## config.mk

```make
export PLATFORM = sky130hd
export DESIGN_NAME = fetcher_flat
export DESIGN_NICKNAME = d
export VERILOG_FILES = /design/src/rtl/fetcher_pkg.sv /design/src/rtl/fetcher_if.sv /design/src/rtl/fetcher.sv /design/src/flat_wrapper.sv
export SDC_FILE = /design/constraint.sdc
export NUM_CORES = 1
export LEC_CHECK = 0
export ABC_AREA = 1
export CAP_MARGIN = 20
export CORE_MARGIN = 10
export CORE_UTILIZATION = 49
export DETAILED_ROUTE_END_ITERATION = 6
export PLACE_DENSITY_LB_ADDON = 0.1
export SYNTH_ARGS = -nofsm -noshare
export SYNTH_HDL_FRONTEND = slang
export SYNTH_SLANG_ARGS = --single-unit
```

## constraint.sdc

```tcl
create_clock -name clk -period 2.5 [get_ports clk]
set_input_delay 0.375 -clock clk [delete_from_list [all_inputs] [get_ports clk]]
set_output_delay 0.375 -clock clk [all_outputs]
set_load 0.02 [all_outputs]
```

## src/rtl/fetcher_pkg.sv

```systemverilog
// Shared types for the instruction-fetch stage: word types, the IF/ID
// pipeline register, the fetch FSM encoding and small helpers.
package fetcher_pkg;

    typedef logic [63:0] u64;
    typedef logic [31:0] u32;

    // Pipeline register handed from fetch to decode.
    typedef struct packed {
        logic valid;
        u64   pc;
        u64   pcPlus4;
        u32   instr;
        u64   instrAddr;
    } REG_IF_ID;

    // FETCH: live request for pc outstanding.
    // HOLD : instruction captured in ibuf, waiting for the pipeline to move.
    // DROP : stale request outstanding; its response is thrown away.
    typedef enum logic [1:0] {
        FETCH = 2'd0,
        HOLD  = 2'd1,
        DROP  = 2'd2
    } FETCH_STATE_T;

    localparam u64 INSTR_BYTES = 64'd4;

    // Force a byte address onto a 32-bit instruction boundary.
    function automatic u64 align_word(input u64 addr);
        return addr & ~64'h0000_0000_0000_0003;
    endfunction

    // Build a valid IF/ID entry for the instruction fetched from addr.
    function automatic REG_IF_ID make_if_id(input u64 addr, input u32 instr);
        REG_IF_ID r;
        r.valid     = 1'b1;
        r.pc        = addr;
        r.pcPlus4   = addr + INSTR_BYTES;
        r.instr     = instr;
        r.instrAddr = addr;
        return r;
    endfunction

endpackage

```

## src/rtl/fetcher_if.sv

```systemverilog
// Instruction bus between the fetch stage (master) and instruction memory
// (slave). One request outstanding at a time; iresp_data_ok completes it.
interface fetcher_if;
    import fetcher_pkg::*;

    logic ireq_valid;
    u64   ireq_addr;
    logic iresp_data_ok;
    u32   iresp_data;

    modport master (
        output ireq_valid,
        output ireq_addr,
        input  iresp_data_ok,
        input  iresp_data
    );

    modport slave (
        input  ireq_valid,
        input  ireq_addr,
        output iresp_data_ok,
        output iresp_data
    );

endinterface

```

## src/rtl/fetcher.sv

```systemverilog
// Instruction-fetch stage: owns the PC, keeps one word read in flight on the
// instruction bus and fills the IF/ID register when the pipeline advances.
// A redirect that lands while a read is in flight parks the FSM in DROP until
// that read completes, so the stale word never reaches decode.
module fetcher
    import fetcher_pkg::*;
#(
    parameter u64 RESET_PC = 64'h8000_0000
) (
    input  logic      clk,
    input  logic      rst,
    fetcher_if.master bus,
    input  logic      redirect_valid,
    input  u64        redirect_pc,
    output REG_IF_ID  moduleOut,
    output logic      ok_to_proceed,
    input  logic      ok_to_proceed_overall
);

    FETCH_STATE_T state_r, state_s;
    u64           pc_r, pc_s;
    u64           req_addr_r, req_addr_s;
    u32           ibuf_r, ibuf_s;
    REG_IF_ID     out_r, out_s;

    logic         resp_s;
    logic         ready_s;
    u32           instr_s;
    u64           target_s;

    assign resp_s   = bus.iresp_data_ok;
    assign target_s = align_word(redirect_pc);

    // Ready when a word is buffered or arriving on the bus right now.
    assign ready_s = (state_r == HOLD) || ((state_r == FETCH) && resp_s);
    assign instr_s = ((state_r == FETCH) && resp_s) ? bus.iresp_data : ibuf_r;

    assign ok_to_proceed  = ready_s;
    assign bus.ireq_valid = ((state_r == FETCH) || (state_r == DROP)) && !rst;
    assign bus.ireq_addr  = req_addr_r;
    assign moduleOut      = out_r;

    // Next-state, PC, buffer and IF/ID selection; redirect takes priority.
    always_comb begin
        state_s    = state_r;
        pc_s       = pc_r;
        req_addr_s = req_addr_r;
        ibuf_s     = ibuf_r;
        out_s      = out_r;

        if (redirect_valid) begin
            pc_s        = target_s;
            out_s.valid = 1'b0;
            if (((state_r == FETCH) || (state_r == DROP)) && !resp_s) begin
                // Read still in flight: wait for it, keep its address on the bus.
                state_s = DROP;
            end else begin
                req_addr_s = target_s;
                state_s    = FETCH;
            end
        end else if (ok_to_proceed_overall && ready_s) begin
            out_s      = make_if_id(req_addr_r, instr_s);
            pc_s       = req_addr_r + INSTR_BYTES;
            req_addr_s = req_addr_r + INSTR_BYTES;
            state_s    = FETCH;
        end else begin
            // Pipeline moving with nothing from us: insert a bubble.
            if (ok_to_proceed_overall) begin
                out_s.valid = 1'b0;
            end else begin
                out_s.valid = out_r.valid;
            end

            case (state_r)
                FETCH: begin
                    if (resp_s) begin
                        ibuf_s  = bus.iresp_data;
                        state_s = HOLD;
                    end else begin
                        state_s = FETCH;
                    end
                end
                HOLD: begin
                    state_s = HOLD;
                end
                DROP: begin
                    if (resp_s) begin
                        req_addr_s = pc_r;
                        state_s    = FETCH;
                    end else begin
                        state_s = DROP;
                    end
                end
                default: begin
                    state_s = FETCH;
                end
            endcase
        end
    end

    // State register with synchronous reset; responses during reset are ignored.
    always_ff @(posedge clk) begin
        if (rst) begin
            state_r    <= FETCH;
            pc_r       <= RESET_PC;
            req_addr_r <= RESET_PC;
            ibuf_r     <= 32'h0000_0000;
            out_r      <= '0;
        end else begin
            state_r    <= state_s;
            pc_r       <= pc_s;
            req_addr_r <= req_addr_s;
            ibuf_r     <= ibuf_s;
            out_r      <= out_s;
        end
    end

endmodule

```

## src/flat_wrapper.sv

```systemverilog
// flat-port wrapper written by rule: the top's interface ports become plain ports
module fetcher_flat import fetcher_pkg::*;
#(
    parameter u64 RESET_PC = 64'h8000_0000
)
  (clk, rst, redirect_valid, redirect_pc, moduleOut, ok_to_proceed, ok_to_proceed_overall, bus_ireq_valid, bus_ireq_addr, bus_iresp_data_ok, bus_iresp_data);
  fetcher_if bus_i ();
  input  logic clk;
  input  logic rst;
  input  logic redirect_valid;
  input  u64 redirect_pc;
  output REG_IF_ID moduleOut;
  output logic ok_to_proceed;
  input  logic ok_to_proceed_overall;
  output wire logic [$bits(bus_i.ireq_valid)-1:0] bus_ireq_valid;
  output wire logic [$bits(bus_i.ireq_addr)-1:0] bus_ireq_addr;
  input wire logic [$bits(bus_i.iresp_data_ok)-1:0] bus_iresp_data_ok;
  input wire logic [$bits(bus_i.iresp_data)-1:0] bus_iresp_data;
  assign bus_ireq_valid = bus_i.ireq_valid;
  assign bus_ireq_addr = bus_i.ireq_addr;
  assign bus_i.iresp_data_ok = bus_iresp_data_ok;
  assign bus_i.iresp_data = bus_iresp_data;
  fetcher #(.RESET_PC(RESET_PC)) u_core (.clk(clk), .rst(rst), .bus(bus_i), .redirect_valid(redirect_valid), .redirect_pc(redirect_pc), .moduleOut(moduleOut), .ok_to_proceed(ok_to_proceed), .ok_to_proceed_overall(ok_to_proceed_overall));
endmodule
```

Word level (Yosys, flattened, before mapping). Index checks and enable logic that the tools add are counted.

Output and inout port bits: 291. Logic and storage cells: 48. Latch bits: 0. Memories: 0. Input bits: 101. Memory bits (writable): 0. Flip-flop bits (word level): 323. Memory bits (read-only): 0.

Magnitude comparators: 0. Reductions and logical operators: 17. Shift-type cells: 0. Bitwise logic cells: 2. Muxes and demuxes: 16. Eq/ne operators: 3. $add $sub $neg: 1. Multipliers: 0. Div/mod/pow operators: 0.

Operator list (count): $mux W64 (7); $add A64 B3 Y64 const B (1); $mux W32 (1); $mux W2 (4); $pmux W2 S3 (1); $reduce_bool A3 Y1 (2); $logic_and A1 B1 Y1 (4); $reduce_and A4 Y1 (1); $reduce_bool A2 Y1 (2); $mux W1 (3); $reduce_and A3 Y1 (1); $eq A2 B1 Y1 const B (1); $eq A2 B2 Y1 const B (1); $logic_not A1 Y1 (2); $logic_not A2 Y1 (1); $logic_or A1 B1 Y1 (2); $ne A2 B2 Y1 const B (1); $not A1 Y1 (2); $reduce_and A2 Y1 (1); $reduce_or A2 Y1 (1).

Depth between registers and ports, before layout. Gate-level depths: netlist (run 1).

Depth after elaboration: 6. Gate-level depth with buffers: 13. Gate-level depth less buffers: 13.

Least setup slack after synthesis (run 1). Ideal clock, no wire load.

Kind: register to register. Start: reg u_core.req_addr_r[2] (netlist: u_core.bus.ireq_addr[2]). End: reg u_core.req_addr_r[42] (netlist: u_core.bus.ireq_addr[42]). Slack: 0.593 ns. Arrival: 1.798 ns. Data required time: 2.391 ns. Cell stages (with the launch flop): 13. Library setup time: 0.109 ns. Path buffers: 0. Clock period less this slack: 1.907 ns. Cell sequence: dfxtp_1 -> ha_1 -> nand3_4 -> inv_1 -> nand2_4 -> nor2_8 -> nand2_4 -> inv_2 -> nand3_1 -> nand3_1 -> nand3_1 -> nand2_1 -> inv_1.

Word-level cells in the longest chain between the ends: 3.

RTL lines: start, declared (line fetcher.sv:22) `u64 req_addr_r, req_addr_s;`; start signal, assigned (line fetcher.sv:112) `req_addr_r <= req_addr_s;`; $add A64 B3 Y64 (line fetcher.sv:64) `req_addr_s = req_addr_r + INSTR_BYTES;`; $mux W64 (line fetcher.sv:61) `end else if (ok_to_proceed_overall && ready_s) begin`; $mux W64 (line fetcher.sv:51) `if (redirect_valid) begin`.

No other way between the ends. A chain may end at the register's enable or synchronous reset.

Worst setup path after layout (run 1).
Start: reg u_core.req_addr_r[2] (netlist: u_core.bus.ireq_addr[2]). End: reg u_core.req_addr_r[56] (netlist: u_core.bus.ireq_addr[56]).

Same word-level chain as after synthesis.

==> results of run 1 <==
-- critical path, delay by kind of cell (launching register included) --
family / cells / cell delay [ns]
adder cells (fa/ha/maj): 1 / 0.32
buffers and inverters: 1 / 0.03
flip-flops: 1 / 0.33
AND/OR/NAND/NOR: 8 / 1.50
-- Yosys cell counts, drive strengths merged, types with 9 or more instances --
| cell type | n |
|---|---|
| a31oi | 45 |
| nand3 | 145 |
| a21oi | 251 |
| a22o | 40 |
| inv | 190 |
| o21ai | 137 |
| nand2 | 498 |
| dfxtp | 321 |
| nor2 | 169 |
| o211ai | 9 |
| clkbuf | 60 |
| buf | 118 |
| nand4 | 19 |
-- routing by layer --
metal,global-route usage (%),vias to the layer above
li1,-,7140
met1,33.7,6771
met2,45.6,622
met3,8.00,99
met4,8.08,6
met5,0,-
-- final timing paths --
kind	endpoint	slack [ns]	cells after the start
worst max-delay path	u_core.bus.ireq_addr[56]	0.20	10
worst min-delay path	u_core.state_r[1]	0.17	4
worst max register to register	u_core.bus.ireq_addr[56]	0.20	10
worst min register to register	u_core.ibuf_r[8]	0.46	2
-- final cells by class --
cell class	count	area, µm²	area share (%)
multi-input cells	1330	6350	32.6
repair buffers	428	4350	22.3
clock buffers	50	1060	5.41
diodes	1	2.50	0.0128
clock inverters	10	121	0.622
inverters	193	727	3.73
flip-flops and latches	321	6430	32.9
well taps	384	480	2.46
-- sequential cells by signal, summed over array words and instances, names as in the netlist --
name / count
u_core.bus.ireq_addr: 64
u_core.ibuf_r: 32
u_core.moduleOut: 159
u_core.pc_r: 64
u_core.state_r: 2
-- logic make-up after synthesis --
group	count (synthesis)	share of synthesized area, %
AOI/OAI and AO/OA	485	18.5
xor gates and xnor gates	6	0.363
adders and majority gates	1	0.0863
buffers and inverters	371	11.9
DFF	321	44.3
and+or+nand+nor	838	24.9
-- power by group --
group,switching [µW],leakage [µW],internal (µW)
combinational,1250,0.00454,925
clock,2170,0.000579,3160
sequential,256,0.00263,5410
-- stage by stage --
step / instances / utilization, %
2_1_floorplan: 2022 / -
3_3_place_gp: 2656 / 63.4
3_5_place_dp: 2656 / 63.4
4_1_cts: 2716 / 67.4
5_1_grt: 2716 / 67.4
6_report: 2717 / 67.4
==> results.sh, run 1 <==
export IMPL_status="finished clean"
export IMPL_gp_congestion=0.990
export IMPL_met1Wirelength_mm=21.3
export IMPL_nets=2412
export IMPL_async_flop_share_pct=0
export IMPL_cts_buffers=36
export IMPL_post_synth_top_area_fraction_pct=44.3
export IMPL_max_freq_mhz=435
export IMPL_tightestPinTransition_ns=0.949
export IMPL_crit_arrival_ns=2.72
export IMPL_maxSlewViolCount=0
export IMPL_via_count=14638
export IMPL_r2r_start="u_core.bus.ireq_addr[2]"
export IMPL_crit_chain="ha_1, nand3_4, nor2_4, nand3_1, nor2_2, nand4_1, nand3_1, nand3_1, nand2_1, inv_1"
export IMPL_cts_resized=0
export IMPL_grt_total_usage_pct=27.4
export IMPL_ys_ff_latch=321
export IMPL_dpl_hpwl_mm=38.6
export IMPL_io_pins=392
export IMPL_layout_min_cycle_time_ns=2.30
export IMPL_grt_pass1_vias=13989
export IMPL_fin_setup_tns_ns=0
export IMPL_fin_crit_sh_pct=92.0
export IMPL_wirelength_mm=52.8
export IMPL_power_uw=13200
export IMPL_cp_slowest_cell="nor2_2"
export IMPL_layout_commonest_cell="nand2_1"
export IMPL_final_cell_area_mm2=0.0195
export IMPL_firstDrtPassIters=6
export IMPL_num_rows=62
export IMPL_end_kind="flip-flop"
export IMPL_path_clk_slew_ns=0.06
export IMPL_die_area_mm2=0.0369
export IMPL_post_drt_wl_per_cell_um=19.4
export IMPL_startpoint="u_core.bus.ireq_addr[2]"
export IMPL_grt_pass1_wl_mm=80.6
export IMPL_p_per_area_mw_per_mm2=675
export IMPL_relSlewSlack_pct=36.7
export IMPL_wl_met2_mm=24.7
export IMPL_clock_latency_ns=0.53
export IMPL_clock_skew_final_ns=0.0253
export IMPL_top_layer_used="met5"
export IMPL_hold_path_class="in -> reg"
export IMPL_cts_tree="yes"
export IMPL_hold_start="rst"
export IMPL_dieWidth_um=192
export IMPL_post_dp_cell_area_mm2=0.0183
export IMPL_critical_path_required_ns=2.92
export IMPL_drv_cap=0
export IMPL_synth_avg_cell_area_um2=7.17
export IMPL_clockRootBuffer="clkbuf_16"
export IMPL_die_y_um=192
export IMPL_synth_net_count=2124
export IMPL_synthDistinctLibCells=37
export IMPL_path_class="reg -> reg"
export IMPL_avgViaCountPerCell=5.39
export IMPL_cp_start_kind="flip-flop"
export IMPL_drc=0
export IMPL_grt_ovfl_total=0
export IMPL_synthCells=2022
export IMPL_ctsHoldBuffers=0
export IMPL_start_util_pct=50.1
export IMPL_final_cell_mix="nand2_1, clkdlybuf4s50_1, dfxtp_1"
export IMPL_synth_edff_count=0
export IMPL_cts_sink_count=321
export IMPL_leakagePower_uw=0.00774
export IMPL_antenna_found_initial=5
export IMPL_yosys_warnings=0
export IMPL_whs_ns=0.173
export IMPL_path_max_fanout=6
export IMPL_place_ws_ns=-0.0315
export IMPL_rsz0062_at_grt="false"
export IMPL_ys_seq_area_share_pct=44.3
export IMPL_area_growth_pct=34.6
export IMPL_synth_area_leaders="dfxtp_1, nand2_1, a21oi_1, inv_1, nand3_1"
export IMPL_drt_initial_drc_count=1024
export IMPL_synth_area_mm2=0.0145
export IMPL_synth_top_cell_by_area="dfxtp_1"
export IMPL_n_fill_cell=2497
export IMPL_postCtsSetupRepairBufs=0
export IMPL_drive_above_1_share_pct=6.22
export IMPL_core_mm2=0.0289
export IMPL_numPortBuffers=389
export IMPL_setup_ws_ns=0.200
export IMPL_slowest_delay_ns=0.44
export IMPL_cpMostUsedCell="nand3_1"
export IMPL_synth_ff_type="dfxtp_1"
export IMPL_cts_max_path_buffers=3
export IMPL_dr_wl_met3_mm=5.35
export IMPL_final_hold_viol_count=0
export IMPL_grt_max_degree=84
export IMPL_vdd_ir_drop_max_uv=631
export IMPL_ant_nets=0
export IMPL_setup_viol=0
export IMPL_htreeDepth=2
Power figures use the tool's default switching activity.
==> run 2, diff against run 1 <==
- CORE_UTILIZATION: 49 -> 25
==> run 2 against run 1 <==
Effect of this change:
- worst hold slack worse by 0.014 ns
- worst setup slack got worse by 0.11 ns
- die area is 85% higher
- clock power grew 4.7%
- clock skew shrank 0.014 ns
- count of clock-buffer cells in the layout is 10 higher
- largest cell class unchanged
==> results.sh, run 2 (synthesis results as in run 1) <==
export IMPL_antenna_found_initial=7
export IMPL_slowest_delay_ns=0.43
export IMPL_cts_resized=0
export IMPL_tightestPinTransition_ns=0.809
export IMPL_crit_chain="nand2_1, nor2_1, nand2_1, nor2_1, nand2_1, o21ai_0, nand2_1, nand2_1, nand3_1, nand2_1, inv_1"
export IMPL_final_hold_viol_count=0
export IMPL_whs_path_depth=4
export IMPL_drc=0
export IMPL_p_per_area_mw_per_mm2=667
export IMPL_critPathTopFamily="simple AND/OR/NAND/NOR gates"
export IMPL_die_area_mm2=0.0680
export IMPL_firstDrtPassIters=5
export IMPL_reg2reg_slack_ns=0.09
export IMPL_rr_endpoint="u_core.bus.ireq_addr[53]"
export IMPL_grt_max_degree=71
export IMPL_clock_skew_final_ns=0.0111
export IMPL_clockRootBuffer="clkbuf_16"
export IMPL_grt_pass1_wl_mm=91.9
export IMPL_hold_path_class="in -> reg"
export IMPL_r2r_cells=11
export IMPL_cp_slowest_cell="dfxtp_1"
export IMPL_post_drt_wl_per_cell_um=19.7
export IMPL_layout_commonest_cell="nand2_1"
export IMPL_maxSlewViolCount=0
export IMPL_grt_total_usage_pct=17.6
export IMPL_fin_crit_sh_pct=96.5
export IMPL_path_max_fanout=4
export IMPL_status="finished clean"
export IMPL_nets=2444
export IMPL_htreeDepth=2
export IMPL_avgViaCountPerCell=4.58
export IMPL_start_util_pct=25.2
export IMPL_layout_min_cycle_time_ns=2.41
export IMPL_cts_sink_count=321
export IMPL_final_core_util_pct=35.1
export IMPL_path_clk_slew_ns=0.06
export IMPL_dieWidth_um=261
export IMPL_drt_initial_drc_count=823
export IMPL_r2r_start="u_core.bus.ireq_addr[25]"
export IMPL_num_rows=88
export IMPL_largest_reg_flops=159
export IMPL_final_cell_mix="nand2_1, clkdlybuf4s50_1, dfxtp_1"
export IMPL_numPortBuffers=389
export IMPL_grt_ovfl_total=0
export IMPL_crit_arrival_ns=2.86
export IMPL_grt_pass1_vias=14136
export IMPL_hold_start="rst"
export IMPL_wirelength_mm=61.8
export IMPL_core_mm2=0.0576
export IMPL_vdd_ir_drop_max_uv=350
export IMPL_drv_cap=0
export IMPL_cts_tree="yes"
export IMPL_gp_congestion=0.866
export IMPL_setup_viol=0
export IMPL_cpMostUsedCell="nand2_1"
export IMPL_leakagePower_uw=0.00790
export IMPL_fin_setup_tns_ns=0
export IMPL_rsz0062_at_grt="false"
export IMPL_drive_above_1_share_pct=7.35
export IMPL_critical_path_required_ns=2.95
export IMPL_ctsHoldBuffers=0
export IMPL_die_y_um=261
export IMPL_worstHoldEndpoint="u_core.state_r[1]"
export IMPL_via_count=14373
export IMPL_end_kind="flip-flop"
export IMPL_relSlewSlack_pct=46.1
export IMPL_io_pins=392
export IMPL_ant_nets=0
export IMPL_path_class="reg -> reg"
export IMPL_cts_max_path_buffers=3
export IMPL_area_growth_pct=39.6
export IMPL_cts_buffers=40
export IMPL_postCtsSetupRepairBufs=0
export IMPL_critPathBufInv=1
export IMPL_max_freq_mhz=414
export IMPL_dpl_hpwl_mm=46.4
export IMPL_cp_start_kind="flip-flop"
export IMPL_clock_latency_ns=0.56
run 2: cell count changes in the layout (fill, tap and decap cells not counted), moves of 2 or more:
cell,previous run,this run
buf_12,13,11
buf_4,26,56
inv_6,2,0
inv_4,0,2
clkbuf_1,6,13
clkbuf_16,38,41
run 2: final cells by class:
| type | count | area, µm² |
|---|---|---|
| antenna | 2 | 5.00 |
| clock buffer | 60 | 1160 |
| clock inverter | 8 | 71.3 |
| fill | 6119 | 37400 |
| inverter | 193 | 731 |
| multi-input combinational | 1330 | 6350 |
| sequential | 321 | 6430 |
| tap | 765 | 957 |
| timing repair buffer | 456 | 4530 |
run 2: power by group:
| part | switching (µW) | internal [µW] |
|---|---|---|
| clock network | 2300 | 3280 |
| logic | 1290 | 945 |
| registers | 259 | 5410 |
run 2: routing by layer:
metal	routed length (µm)	track usage [%]	vias up
met3	4530	5.32	64
met5	73	0	-
li1	-	-	7204
met1	27200	22.2	6727
met4	1020	3.97	10
met2	29000	29.0	368
run 2: worst max-delay path by stage:
stage | from | cells past startpoint | endpoint | slack (ns)
3_3_place_gp | bus_iresp_data_ok | 12 | u_core.bus.ireq_addr[38] | 0.12
4_1_cts | u_core.bus.ireq_addr[25] | 11 | u_core.bus.ireq_addr[53] | 0.19
6_report | u_core.bus.ireq_addr[25] | 11 | u_core.bus.ireq_addr[53] | 0.09
2_1_floorplan | u_core.bus.ireq_addr[2] | 12 | u_core.bus.ireq_addr[42] | 0.59
3_5_place_dp | bus_iresp_data_ok | 12 | u_core.bus.ireq_addr[25] | 0.08
5_1_grt | u_core.bus.ireq_addr[25] | 11 | u_core.bus.ireq_addr[53] | 0.003
run 2: through the flow:
step | area [µm²] | worst slack (ns) | total power (µW) | hold slack, ns | cells
5_1_grt | 20200 | 0.00300 | 14100 | 0.158 | 3133
3_5_place_dp | 19000 | 0.0814 | 8040 | 0.452 | 3065
3_3_place_gp | 19000 | 0.123 | 8030 | 0.448 | 3065
6_report | 20200 | 0.0867 | 13500 | 0.159 | 3135
4_1_cts | 20200 | 0.188 | 13700 | 0.125 | 3133
2_1_floorplan | 14500 | 0.593 | 6930 | 0.440 | 2022
run 2: worst register-to-register path: cells and delay by family (launching register included):
| kind | cells | cell delay, ns |
|---|---|---|
| buffers and inverters | 1 | 0.04 |
| DFF | 1 | 0.43 |
| AOI/OAI and AO/OA | 1 | 0.19 |
| and+or+nand+nor | 9 | 1.64 |
